### config.mk
export PLATFORM = sky130hd
export DESIGN_NAME = tick_bcd_timer
export DESIGN_NICKNAME = d
export VERILOG_FILES = /design/src/rtl/tick_bcd_timer.sv
export SDC_FILE = /design/constraint.sdc
export NUM_CORES = 1
export LEC_CHECK = 0
export ABC_AREA = 1
export CELL_PAD_IN_SITES_DETAIL_PLACEMENT = 1
export CELL_PAD_IN_SITES_GLOBAL_PLACEMENT = 1
export CORE_MARGIN = 4
export CORE_UTILIZATION = 39
export DETAILED_ROUTE_END_ITERATION = 8
export DONT_BUFFER_PORTS = 1
export GPL_TIMING_DRIVEN = 1
export HOLD_SLACK_MARGIN = 0.1
export PLACE_DENSITY = 0.74
export SYNTH_ARGS = -nofsm -noshare
export SYNTH_HDL_FRONTEND = slang
export SYNTH_SLANG_ARGS = --single-unit
### constraint.sdc
create_clock -name clkin -period 1.3 [get_ports clkin]
set_input_delay 0.39 -clock clkin [delete_from_list [all_inputs] [get_ports clkin]]
set_output_delay 0.39 -clock clkin [all_outputs]
set_load 0.005 [all_outputs]
### src/rtl/tick_bcd_timer.sv
// Tick-driven packed-BCD stopwatch core with start/stop/clear control.
// Ports: clkin, reset (sync, active-high), tick, start, stop, clear -> bcd, running, done, ovf.
// Define TICK_BCD_TIMER_WRAP_EN for wrapping overflow; default build saturates in OVF state.
module tick_bcd_timer #(
  parameter int DIGITS   = 4,
  parameter int PRESCALE = 1
) (
  input  logic                  clkin,
  input  logic                  reset,
  input  logic                  tick,
  input  logic                  start,
  input  logic                  stop,
  input  logic                  clear,
  output logic [4*DIGITS-1:0]   bcd,
  output logic                  running,
  output logic                  done,
  output logic                  ovf
);

  localparam int PW = (PRESCALE > 1) ? $clog2(PRESCALE) : 1;
  localparam logic [PW-1:0] PS_LAST = PW'(PRESCALE - 1);

  typedef enum logic [1:0] {
    S_IDLE,
    S_RUN,
    S_HOLD,
    S_OVF
  } state_t;

  state_t              state;
  logic [PW-1:0]       psc;
  logic [4*DIGITS-1:0] bcd_inc;
  logic                carry;

  // Ripple +1 through all digits; carry left set means bcd was all-9s.
  always_comb begin
    carry   = 1'b1;
    bcd_inc = bcd;
    for (int i = 0; i < DIGITS; i++) begin
      if (carry) begin
        if (bcd[4*i +: 4] == 4'd9) begin
          bcd_inc[4*i +: 4] = 4'd0;
        end else begin
          bcd_inc[4*i +: 4] = bcd[4*i +: 4] + 4'd1;
          carry = 1'b0;
        end
      end
    end
  end

  always_ff @(posedge clkin) begin
    if (reset) begin
      state   <= S_IDLE;
      bcd     <= '0;
      psc     <= '0;
      running <= 1'b0;
      done    <= 1'b0;
      ovf     <= 1'b0;
    end else begin
      done <= 1'b0;
      if (clear) begin
        state   <= S_IDLE;
        bcd     <= '0;
        psc     <= '0;
        running <= 1'b0;
        ovf     <= 1'b0;
      end else begin
        unique case (state)
          S_IDLE, S_HOLD: begin
            // stop outranks start, so stop+start keeps us parked
            if (!stop && start) begin
              state   <= S_RUN;
              running <= 1'b1;
            end
          end
          S_RUN: begin
            if (stop) begin
              state   <= S_HOLD;
              running <= 1'b0;
              done    <= 1'b1;
            end else if (tick) begin
              if (psc == PS_LAST) begin
                psc <= '0;
`ifdef TICK_BCD_TIMER_WRAP_EN
                bcd <= bcd_inc;
                if (carry) ovf <= 1'b1;
`else
                if (carry) begin
                  ovf     <= 1'b1;
                  running <= 1'b0;
                  state   <= S_OVF;
                end else begin
                  bcd <= bcd_inc;
                end
`endif
              end else begin
                psc <= psc + PW'(1);
              end
            end
          end
          S_OVF: begin
          end
        endcase
      end
    end
  end

endmodule

==> results.md, run 1 <==
- H-tree depth: 1
- Vias/cell: between 5 and 6
- Net Sw Power: approximately 0.29 mW
- Post-Synth Adder-Cell Area: 0
- Synth area leaders: dfxtp_1, nand2_1, a21oi_1
- Reg clk slew, reported paths: approximately 0.14 ns
- Cts hold-fix bufs: 0
- Site row count: 20
- DRC: 0
- Gr ovfl total: 0
- VDD IR max: 727.6 uV
- Worst Path Max Fanout: 4
- Post-synth top cells: nand2_1, dfxtp_1, nor2_1
- DRT Wirelength: between 4 and 5 mm
- RSZ-0062 raised after global routing: true
- 1st-iter DRT viols: between 40 and 50
- MaxCap Viol Count: 0
- Synthesized net count: ~190
- Worst min-delay path class: in -> reg
- Final slew viol count: 0
- Final Hold Vio Count: 0
- Switching Share: 0.2685
- Finished Cell Area: approximately 1800 um2
- DP Area: 1510 um2
- GRT Total Usage: 0.1891
- Startpoint Class: flop
- Normalized max-slew margin: 0.7158
- Setup violations, final: 13
- PortBufs: 0
- Sequential element share of the synthesized area: 0.3340
- R2R Setup Slk: -0.07 ns
- Post-Layout Cell Count: 268
- Die Y: between 60 and 70 um
- Via count: 1,345
- Largest family of logic cells by synthesized area: simple AND/OR/NAND/NOR gates
- Leakage: roughly 0.76 nW
- Ant diodes: 0
- Worst-skew pair later-pin latency: ~0.33 ns
- Share of the synthesized area in the top cell type: 0.3340
- Mapped Area: around 1300 um2
- First-pass GRT wire length: just over 6 mm
- Ports: 25
- Logic pwr share: 0.065
- CP arrival: 1.59 ns
- Register share of total power: 0.599
- Max Root-Sink Buffers: 2
- Yosys Warn Count: 0
- Placed insts: approximately 250
- Period utilization: 1.058
- Layout cell share with drive strength beyond 1: 0.5402
- Die area: 4200 um2
- FILL cells: between 400 and 500
- Syn Inst Count: 180
- Yosys top cell by area: dfxtp_1
- Largest net degree at the start of global routing: 12
- Clock sink total: 21
- Final worst setup slack: -0.07499 ns
- Multiplexer area fraction after synthesis: 0
- Final min period: roughly 1.4 ns
- Routability cong.: 0.8170
- Post-synthesis compound-gate area fraction: 0.09046
- Worst Tran Pin Value: 0.4258 ns
- Simple-gate share of the synthesized area: 0.4503
- Clock root buffer: clkbuf_4
- Worst Skew: 0.005560 ns
- Final Power: 1.072 mW
- Critical path class: reg -> reg
- Status: complete, but fails checks
- Netlist cell types: 27
- Number of synthesized flops with an enable pin: 0
- Num CTS Buffers: 3
- Number of global-route vias before repair: between 1k and 1.5k
- Pwr dens: between 500 and 600 nW/um2
- TritonCTS clock tree: built
- Die width: roughly 65 um
- Initial antenna violation count: 0
- DRT Pass-1 Iters: 5
- Post-layout nets: 231
- Avg Inst Size Synth: approximately 7 um2
- Critical path endpoint category: flop
- Final ANT Viol Nets: 0
- Failing checks: setup timing
- Pint: around 0.78 mW
- FMAX: a little over 0.7 GHz
- Seq cells post-synth: 21
- Ys async rst share: 0
- Syn-to-layout area delta: 45.13%
- Most common cell in the synthesized netlist: nand2_1
- Detailed Place HPWL: between 2 and 3 mm
- Predominant post-synthesis flop cell: dfxtp_1
- Starting density of the core: 0.4089
- Crit path required time: 1.52 ns
- Core area: about 3100 um2
- XOR/XNOR Fraction of Synth Area: 0.02783
- Clk network pwr share: 0.335
- Drt wl/cell: 15.66 um
[per-layer routing]
| layer | up-vias | wire length [um] | track usage |
|---|---|---|---|
| li1 | 655 | - | - |
| met1 | 654 | 1603 | 0.1981 |
| met2 | 26 | 2318 | 0.3461 |
| met3 | 10 | 175 | 0.04159 |
| met4 | 0 | 98 | 0.1029 |
| met5 | - | 0 | 0 |
[final timing paths]
| check | start | endpoint | cells past startpoint |
|---|---|---|---|
| worst min-delay path | stop | done$_SDFF_PP0_ | 2 |
| worst min register to register | running$_SDFFE_PP0P_ | running$_SDFFE_PP0P_ | 2 |
| worst max register to register | bcd[1]$_SDFFE_PP0P_ | bcd[14]$_SDFFE_PP0P_ | 8 |
| worst max-delay path | bcd[1]$_SDFFE_PP0P_ | bcd[14]$_SDFFE_PP0P_ | 8 |
[per-stage QoR]
| step | setup WS (ns) | setup TNS, ns | utilization | hold WS, ns |
|---|---|---|---|---|
| floorplan | -0.02333 | -0.04019 | - | 0.4351 |
| global placement | -0.01057 | -0.01143 | 0.4907 | 0.4464 |
| detailed placement | -0.08356 | -0.7389 | 0.4907 | 0.4456 |
| CTS | -0.007019 | -0.01461 | 0.5325 | 0.2385 |
| global route | -0.1456 | -1.853 | 0.5935 | 0.2165 |
| finish | -0.07499 | -0.4508 | 0.5935 | 0.2327 |
[final cells by class]
class / count / area, um2 / share of cell area
tap: 44 / 55.05 / 0.03014
clock buffer: 4 / 26.28 / 0.01438
inverter: 28 / 125.1 / 0.06849
multi-input combinational: 129 / 832.0 / 0.4555
timing repair buffer: 42 / 337.8 / 0.1849
sequential: 21 / 450.4 / 0.2466
[worst max-delay path, stage by stage, from the launching register on]
cell	delay, ns
dfxtp_4	0.39
inv_2	0.06
nand2_2	0.06
nor2_4	0.19
nand2_4	0.10
nor2_4	0.15
nand4_1	0.11
nand2_1	0.13
a21oi_2	0.07
[what timing repair did]
action,CTS,global route
endpoints found under the setup margin,20,25
cloned,0,0
gates resized for setup,27,37
buffers inserted,4,12
hold endpoints to repair,0,0
pin swaps,5,15
[cells in the final DEF, fill, tap and decap left out, types with 4 or more instances in the layout]
cell type,n
dfxtp_2,12
nand3_1,8
nand2_2,9
inv_2,13
nand2_1,33
nor2_2,4
xor2_1,4
a21oi_1,12
inv_1,12
o21ai_0,4
nand4_1,6
buf_6,6
buf_4,36
a21oi_2,4
dfxtp_1,5
dfxtp_4,4
nand2_4,8
nor2_4,10
nor2_1,15
[registers in the layout (all words and copies together) (netlist names)]
register,cells
bcd,16
ovf,1
done,1
running,1
state,2
[logic make-up after synthesis]
| group | Yosys count |
|---|---|
| flops | 21 |
| buf+inv | 30 |
| xor+xnor | 4 |
| simple gates | 103 |
| compound gates | 22 |
[power groups by stage]
| stage | Combinational, mW | Sequential (mW) | Clock, mW |
|---|---|---|---|
| finish | 0.0701 | 0.642 | 0.359 |
| global route | 0.0763 | 0.643 | 0.413 |
| CTS | 0.0584 | 0.650 | 0.354 |
| detailed placement | 0.0574 | 0.664 | 0 |
| global placement | 0.0548 | 0.664 | 0 |
| floorplan | 0.0414 | 0.664 | 0 |
No activity file was read; power rests on OpenSTA's default activity.
==> run 2, diff against run 1 <==
--- a/config.mk
+++ b/config.mk
@@ -14,7 +14,8 @@
 export DONT_BUFFER_PORTS = 1
 export GPL_TIMING_DRIVEN = 1
 export HOLD_SLACK_MARGIN = 0.1
-export PLACE_DENSITY = 0.74
+export PLACE_DENSITY = 0.71
 export SYNTH_ARGS = -nofsm -noshare
 export SYNTH_HDL_FRONTEND = slang
 export SYNTH_SLANG_ARGS = --single-unit
+export TNS_END_PERCENT = 50
==> results.md, run 2 (synthesized netlist as in run 1, its figures left out) <==
- Status: complete, but fails checks
- Failing checks: setup timing
- Layout cell share with drive strength beyond 1: 0.5520 (+0.01186)
- Final hold slack: 0.2613 ns (+0.02861 ns)
- Final slew viol count: 0 (unchanged)
- Die Y: 64.81 um (unchanged)
- Max reg flops: 16 (unchanged)
- Setup violations, final: 15 (+2)
- TNS Setup: -0.2570 ns (+0.1938 ns)
- Clock root buffer: clkbuf_4
- Crit. path cell count: 6 (-2)
- DRC: 0 (unchanged)
- Ant diodes: 0 (unchanged)
- DRT Pass-1 Iters: 4 (-1)
- Footprint of the multi-input gates: 859.6 um2 (+3.3%)
- DRT Wirelength: 3.990 mm (-4.9%)
- Starting density of the core: 0.4089 (unchanged)
- CP arrival: 1.58 ns (about the same)
- Worst-skew pair later-pin latency: 0.32 ns (about the same)
- Final min period: 1.347 ns (-0.02767 ns)
- Net Sw Power: 0.2722 mW (-5.4%)
- Number of global-route vias before repair: 1,388 (+2.2%)
- Worst Tran Pin Value: 0.4939 ns (+0.06804 ns)
- Period utilization: 1.036 (-0.02129)
- Normalized max-slew margin: 0.6704 (-0.04541)
- Largest net degree at the start of global routing: 13 (+1)
- Largest stage delay, worst path: 0.39 ns (about the same)
- CP max-delay cell: dfxtp_1
- Final ANT Viol Nets: 0 (unchanged)
- Register share of total power: 0.611 (+0.012)
- Crit path required time: 1.54 ns (+0.02 ns)
- Routability cong.: 0.8198 (+0.34%)
- 1st-iter DRT viols: 54 (+13%)
- TritonCTS clock tree: built
- Grt met1 use: 0.2068 (+0.008694)
- Startpoint Class: flop
- Largest regs: bcd: 16 flops, state: 2 flops
- CP Buf/Inv Count: 1 (unchanged)
- Critical path endpoint category: flop
- Reg clk slew, reported paths: 0.13 ns (about the same)
- Dpl ws: -0.06597 ns (+0.01759 ns)
- Critical path class: reg -> reg
- GR Util met3: 0.04679 (+0.005199)
- Worst Path Max Fanout: 6 (+2)
- Worst min-delay path class: in -> reg
- Max Root-Sink Buffers: 2 (unchanged)
- Pint: 0.7819 mW (-0.27%)
- Pwr dens: 570.8 nW/um2 (-2.7%)
- PortBufs: 0 (unchanged)
- Switching Share: 0.2583 (-0.01023)
- Final Hold Vio Count: 0 (unchanged)
- RSZ-0062 raised after global routing: true
- Final Power: 1.054 mW (-1.6%)
- Leakage: 0.7365 nW (-3.3%)
- Met2 usage: 0.3589 (+0.01277)
- GRT Total Usage: 0.1892 (about the same)
- Vias/cell: 4.917 (-2.0%)
- RR Startpoint: bcd[13]$_SDFFE_PP0P_
- Layer with the highest usage: met2
- Die area: 4200 um2 (unchanged)
- Gr ovfl total: 0 (unchanged)
- Num CTS Buffers: 3 (unchanged)
- Critical Path Start: bcd[13]$_SDFFE_PP0P_
- MaxCap Viol Count: 0 (unchanged)
- Via count: 1,303 (-3.1%)
- Post-layout nets: 228 (-1.3%)
- Most frequent cells in the layout: nand2_1, buf_4, inv_1, nor2_1, dfxtp_2
- Most common cell after layout, fill and taps aside: nand2_1
- Largest Register: bcd
- Clock sink total: 21 (unchanged)
- Core area: 3078 um2 (unchanged)
- FMAX: 0.7422 GHz (+2.1%)
- Final worst setup slack: -0.04732 ns (+0.02767 ns)
- Ports: 25 (unchanged)
- First-pass GRT wire length: 6.334 mm (+4.1%)
- Util after Layout: 0.6000 (+0.006504)
- Storage element area: 447.9 um2 (-0.56%)
- Detailed Place HPWL: 2.792 mm (+4.2%)
- VDD IR max: 409.8 uV (-44%)
- Logic pwr share: 0.068 (+0.003)
- Cells along the critical path: buf_4, nand3_1, xor2_1, nor2_1, nand4_1, a21oi_1
- Reg2reg end: bcd[15]$_SDFFE_PP0P_
- Worst setup path end: bcd[15]$_SDFFE_PP0P_
- Initial antenna violation count: 0 (unchanged)
- Worst Skew: 0.002476 ns (-0.003084 ns)
- Register-to-Register Path Depth: 6 (-2)
- Site row count: 20 (unchanged)
- R2R Setup Slk: -0.05 ns (+0.03 ns)
- Clk network pwr share: 0.321 (-0.014)
- H-tree depth: 1 (unchanged)
- CP top delay family: flip-flops
- Cts hold-fix bufs: 0 (unchanged)
- Syn-to-layout area delta: 46.72%
- FILL cells: 397 (-1.7%)
- Die width: 64.81 um (unchanged)
- Drt wl/cell: 15.06 um (-3.8%)
[run 2: cell count changes in the layout (fill, tap and decap cells not counted), sizes merged]
cell,before,now
clkbuf,4,3
clkinv,1,3
inv,27,26
buf,42,39
[run 2: cell type report]
type / count / share of cell area
clock buffers: 3 / 0.01220
clock inverters: 1 / 0.002710
inverters: 28 / 0.06843
multi-input cells: 129 / 0.4654
flip-flops and latches: 21 / 0.2425
well taps: 44 / 0.02981
repair buffers: 39 / 0.1789
[run 2: worst reg2reg max path, cell delays in order, from the launching register on]
cell and delay, ns:
dfxtp_1 0.39, buf_4 0.17, nand3_1 0.09, xor2_1 0.16, nor2_1 0.10, nand4_1 0.14
a21oi_1 0.22
[run 2: metrics by stage]
stage | cell area [um2] | cells
floorplan | 1271 | 180
global placement | 1525 | 250
detailed placement | 1525 | 250
CTS | 1664 | 257
global route | 1847 | 265
finish | 1847 | 265
[run 2: how the worst min path moves through the flow]
stage,startpoint,end,slack [ns],cells past startpoint
floorplan,state[1]$_SDFFE_PP0P_,state[1]$_SDFFE_PP0P_,0.44,2
global placement,state[1]$_SDFFE_PP0P_,state[1]$_SDFFE_PP0P_,0.45,2
detailed placement,state[1]$_SDFFE_PP0P_,state[1]$_SDFFE_PP0P_,0.46,2
CTS,stop,done$_SDFF_PP0_,0.25,2
global route,stop,done$_SDFF_PP0_,0.24,2
finish,stop,done$_SDFF_PP0_,0.26,2
[run 2: power groups by stage]
stage          combinational [mW]  sequential, mW  clock (mW)
6_report                   0.0719           0.644       0.338
3_3_place_gp               0.0550           0.664           0
4_1_cts                    0.0600           0.648       0.338
5_1_grt                    0.0796           0.646       0.387
3_5_place_dp               0.0581           0.664           0
2_1_floorplan              0.0414           0.664           0
[run 2: what timing repair did]
| action | 4_1_cts | 5_1_grt |
|---|---|---|
| endpoints found under the hold margin | 0 | 0 |
| pin swaps | 4 | 15 |
| endpoints found under the setup margin | 21 | 24 |
| resized for setup | 28 | 45 |
| setup buffers | 3 | 8 |
[run 2: routing by layer]
| metal | vias to the layer above | wire, um |
|---|---|---|
| met3 | 8 | 143 |
| met5 | - | 0 |
| met2 | 22 | 2209 |
| met1 | 623 | 1562 |
| met4 | 0 | 74 |
| li1 | 650 | - |
==> run 3, diff against run 2 <==
--- a/config.mk
+++ b/config.mk
@@ -9,12 +9,13 @@
 export CELL_PAD_IN_SITES_DETAIL_PLACEMENT = 1
 export CELL_PAD_IN_SITES_GLOBAL_PLACEMENT = 1
 export CORE_MARGIN = 4
-export CORE_UTILIZATION = 39
+export CORE_UTILIZATION = 41
+export CTS_BUF_LIST = sky130_fd_sc_hd__clkbuf_4 sky130_fd_sc_hd__clkbuf_8
 export DETAILED_ROUTE_END_ITERATION = 8
 export DONT_BUFFER_PORTS = 1
 export GPL_TIMING_DRIVEN = 1
 export HOLD_SLACK_MARGIN = 0.1
-export PLACE_DENSITY = 0.71
+export PLACE_DENSITY = 0.74
 export SYNTH_ARGS = -nofsm -noshare
 export SYNTH_HDL_FRONTEND = slang
 export SYNTH_SLANG_ARGS = --single-unit
==> results.md, run 3 (synthesized netlist as in run 1, its figures left out) <==
- Critical path class: reg -> reg
- Layout cell share with drive strength beyond 1: 0.5463 (-0.005740)
- Syn-to-layout area delta: 40.56%
- Most common cell after layout, fill and taps aside: nand2_1
- Detailed Place HPWL: 2.592 mm (-7.2%)
- Worst-skew pair later-pin latency: 0.32 ns (about the same)
- Setup violations, final: 12 (-3)
- Via count: 1,282 (-1.6%)
- 1st-iter DRT viols: 44 (-19%)
- TritonCTS clock tree: built
- Die width: 63.41 um (-2.2%)
- Status: complete, but fails checks
- Leakage: 0.6921 nW (-6.0%)
- CP arrival: 1.54 ns (-0.04 ns)
- Final min period: 1.350 ns (+0.002322 ns)
- Largest net degree at the start of global routing: 13 (unchanged)
- Dpl ws: -0.1019 ns (-0.03596 ns)
- Initial antenna violation count: 0 (unchanged)
- Max Root-Sink Buffers: 2 (unchanged)
- Crit. path cell count: 9 (+3)
- H-tree depth: 1 (unchanged)
- CP top delay family: simple AND/OR/NAND/NOR gates
- RR Startpoint: bcd[8]$_SDFFE_PP0P_
- Worst hold path depth: 2 (unchanged)
- Startpoint Class: flop
- DRC: 0 (unchanged)
- Post-layout nets: 223 (-2.2%)
- Critical path endpoint category: flop
- Starting density of the core: 0.4412 (+0.03228)
- DRT Wirelength: 3.779 mm (-5.3%)
- Largest stage delay, worst path: 0.38 ns (about the same)
- Number of global-route vias before repair: 1,302 (-6.2%)
- Worst Tran Pin Value: 0.5003 ns (+0.006461 ns)
- Critical Path Start: bcd[8]$_SDFFE_PP0P_
- Clock root buffer: clkbuf_4
- CP dominant cell by count: nand2_4
- Largest regs: bcd: 16 flops, state: 2 flops
- Largest Register: bcd
- Clock sink total: 21 (unchanged)
- Final ANT Viol Nets: 0 (unchanged)
- DP Area: 1479 um2 (-3.0%)
- Pwr dens: 594.5 nW/um2 (+4.1%)
- Worst min-delay path class: in -> reg
- RSZ-0062 raised after global routing: true
- Worst Skew: 0.009397 ns (+0.006921 ns)
- Drt wl/cell: 15.30 um (+1.6%)
- Routability cong.: 0.7863 (-4.1%)
- Ports: 25 (unchanged)
- FILL cells: 368 (-7.3%)
- Most frequent cells in the layout: nand2_1, buf_4, nor2_1, inv_1, dfxtp_2
- Hold_sp: stop
- Period utilization: 1.038 (+0.001786)
- Cells along the critical path: inv_2, nor2_4, nand2_4, nor2_8, nand2_4, nand3_4, inv_4, nand2_2, a21oi_1
- Crit path required time: 1.49 ns (-0.05 ns)
- Final slew viol count: 0 (unchanged)
- PortBufs: 0 (unchanged)
- MaxCap Viol Count: 0 (unchanged)
- VDD IR max: 455.1 uV (+11%)
- Cts hold-fix bufs: 0 (unchanged)
- CP max-delay cell: dfxtp_2
- DRT Pass-1 Iters: 4 (unchanged)
- Site row count: 19 (-5.0%)
- Gr ovfl total: 0 (unchanged)
- CP Buf/Inv Count: 2 (+1)
- GRT Total Usage: 0.1826 (-0.006587)
- Worst Path Max Fanout: 7 (+1)
- Vias/cell: 5.190 (+5.6%)
- TNS Setup: -0.2949 ns (-0.03795 ns)
- Die area: 4020 um2 (-4.3%)
- Core area: 2853 um2 (-7.3%)
- FMAX: 0.7409 GHz (-0.17%)
- Register-to-Register Path Depth: 9 (+3)
- Final worst setup slack: -0.04964 ns (-0.002322 ns)
- Finished Cell Area: 1769 um2 (-4.2%)
- Max reg flops: 16 (unchanged)
- Ant diodes: 0 (unchanged)
- Num CTS Buffers: 3 (unchanged)
- Die Y: 63.41 um (-2.2%)
- Reg clk slew, reported paths: 0.13 ns (about the same)
- First-pass GRT wire length: 5.968 mm (-5.8%)
- Final Hold Vio Count: 0 (unchanged)
- Normalized max-slew margin: 0.6661 (-0.004312)
- Failing checks: setup timing
==> run 3: changes by cell type in the layout (fill, tap and decap cells not counted), sizes merged <==
cell and change:
buf -5
==> run 3: stage by stage <==
stage,instances,hold slack (ns),utilization,total power [mW]
2_1_floorplan,180,0.4351,-,0.7053
6_report,247,0.2362,0.6202,1.052
3_5_place_dp,233,0.4508,0.5184,0.7191
4_1_cts,237,0.2310,0.5456,1.049
5_1_grt,247,0.2568,0.6202,1.098
3_3_place_gp,233,0.4437,0.5184,0.7161
==> run 3: layout make-up <==
class / count / area (um2) / area share
inverters: 28 / 132.6 / 0.07496
multi-input cells: 129 / 850.8 / 0.4809
repair buffers: 34 / 270.3 / 0.1528
clock inverters: 1 / 5.005 / 0.002829
flip-flops and latches: 21 / 449.2 / 0.2539
clock buffers: 3 / 22.52 / 0.01273
well taps: 31 / 38.79 / 0.02192
==> run 3: repair_timing <==
item / CTS / global route
setup endpoints to repair: 21 / 24
pin swaps: 4 / 13
gates resized for setup: 19 / 49
setup buffers: 0 / 10
==> run 3: final timing paths <==
check	to	slack (ns)
max	bcd[5]$_SDFFE_PP0P_	-0.05
min	done$_SDFF_PP0_	0.24
max reg2reg	bcd[5]$_SDFFE_PP0P_	-0.05
min reg2reg	running$_SDFFE_PP0P_	0.50
==> run 3: power by group <==
group	switching (mW)	total (mW)	internal, mW
Clock	0.223	0.338	0.115
Sequential	0.00315	0.644	0.641
Combinational	0.0455	0.0693	0.0238
Total	0.272	1.05	0.780
==> run 3: layer usage <==
layer  routed length [um]  global-route usage
met4                   36             0.04852
met1                 1617              0.2201
met2                 2019              0.3272
met3                  105             0.03552
met5                    0                   0
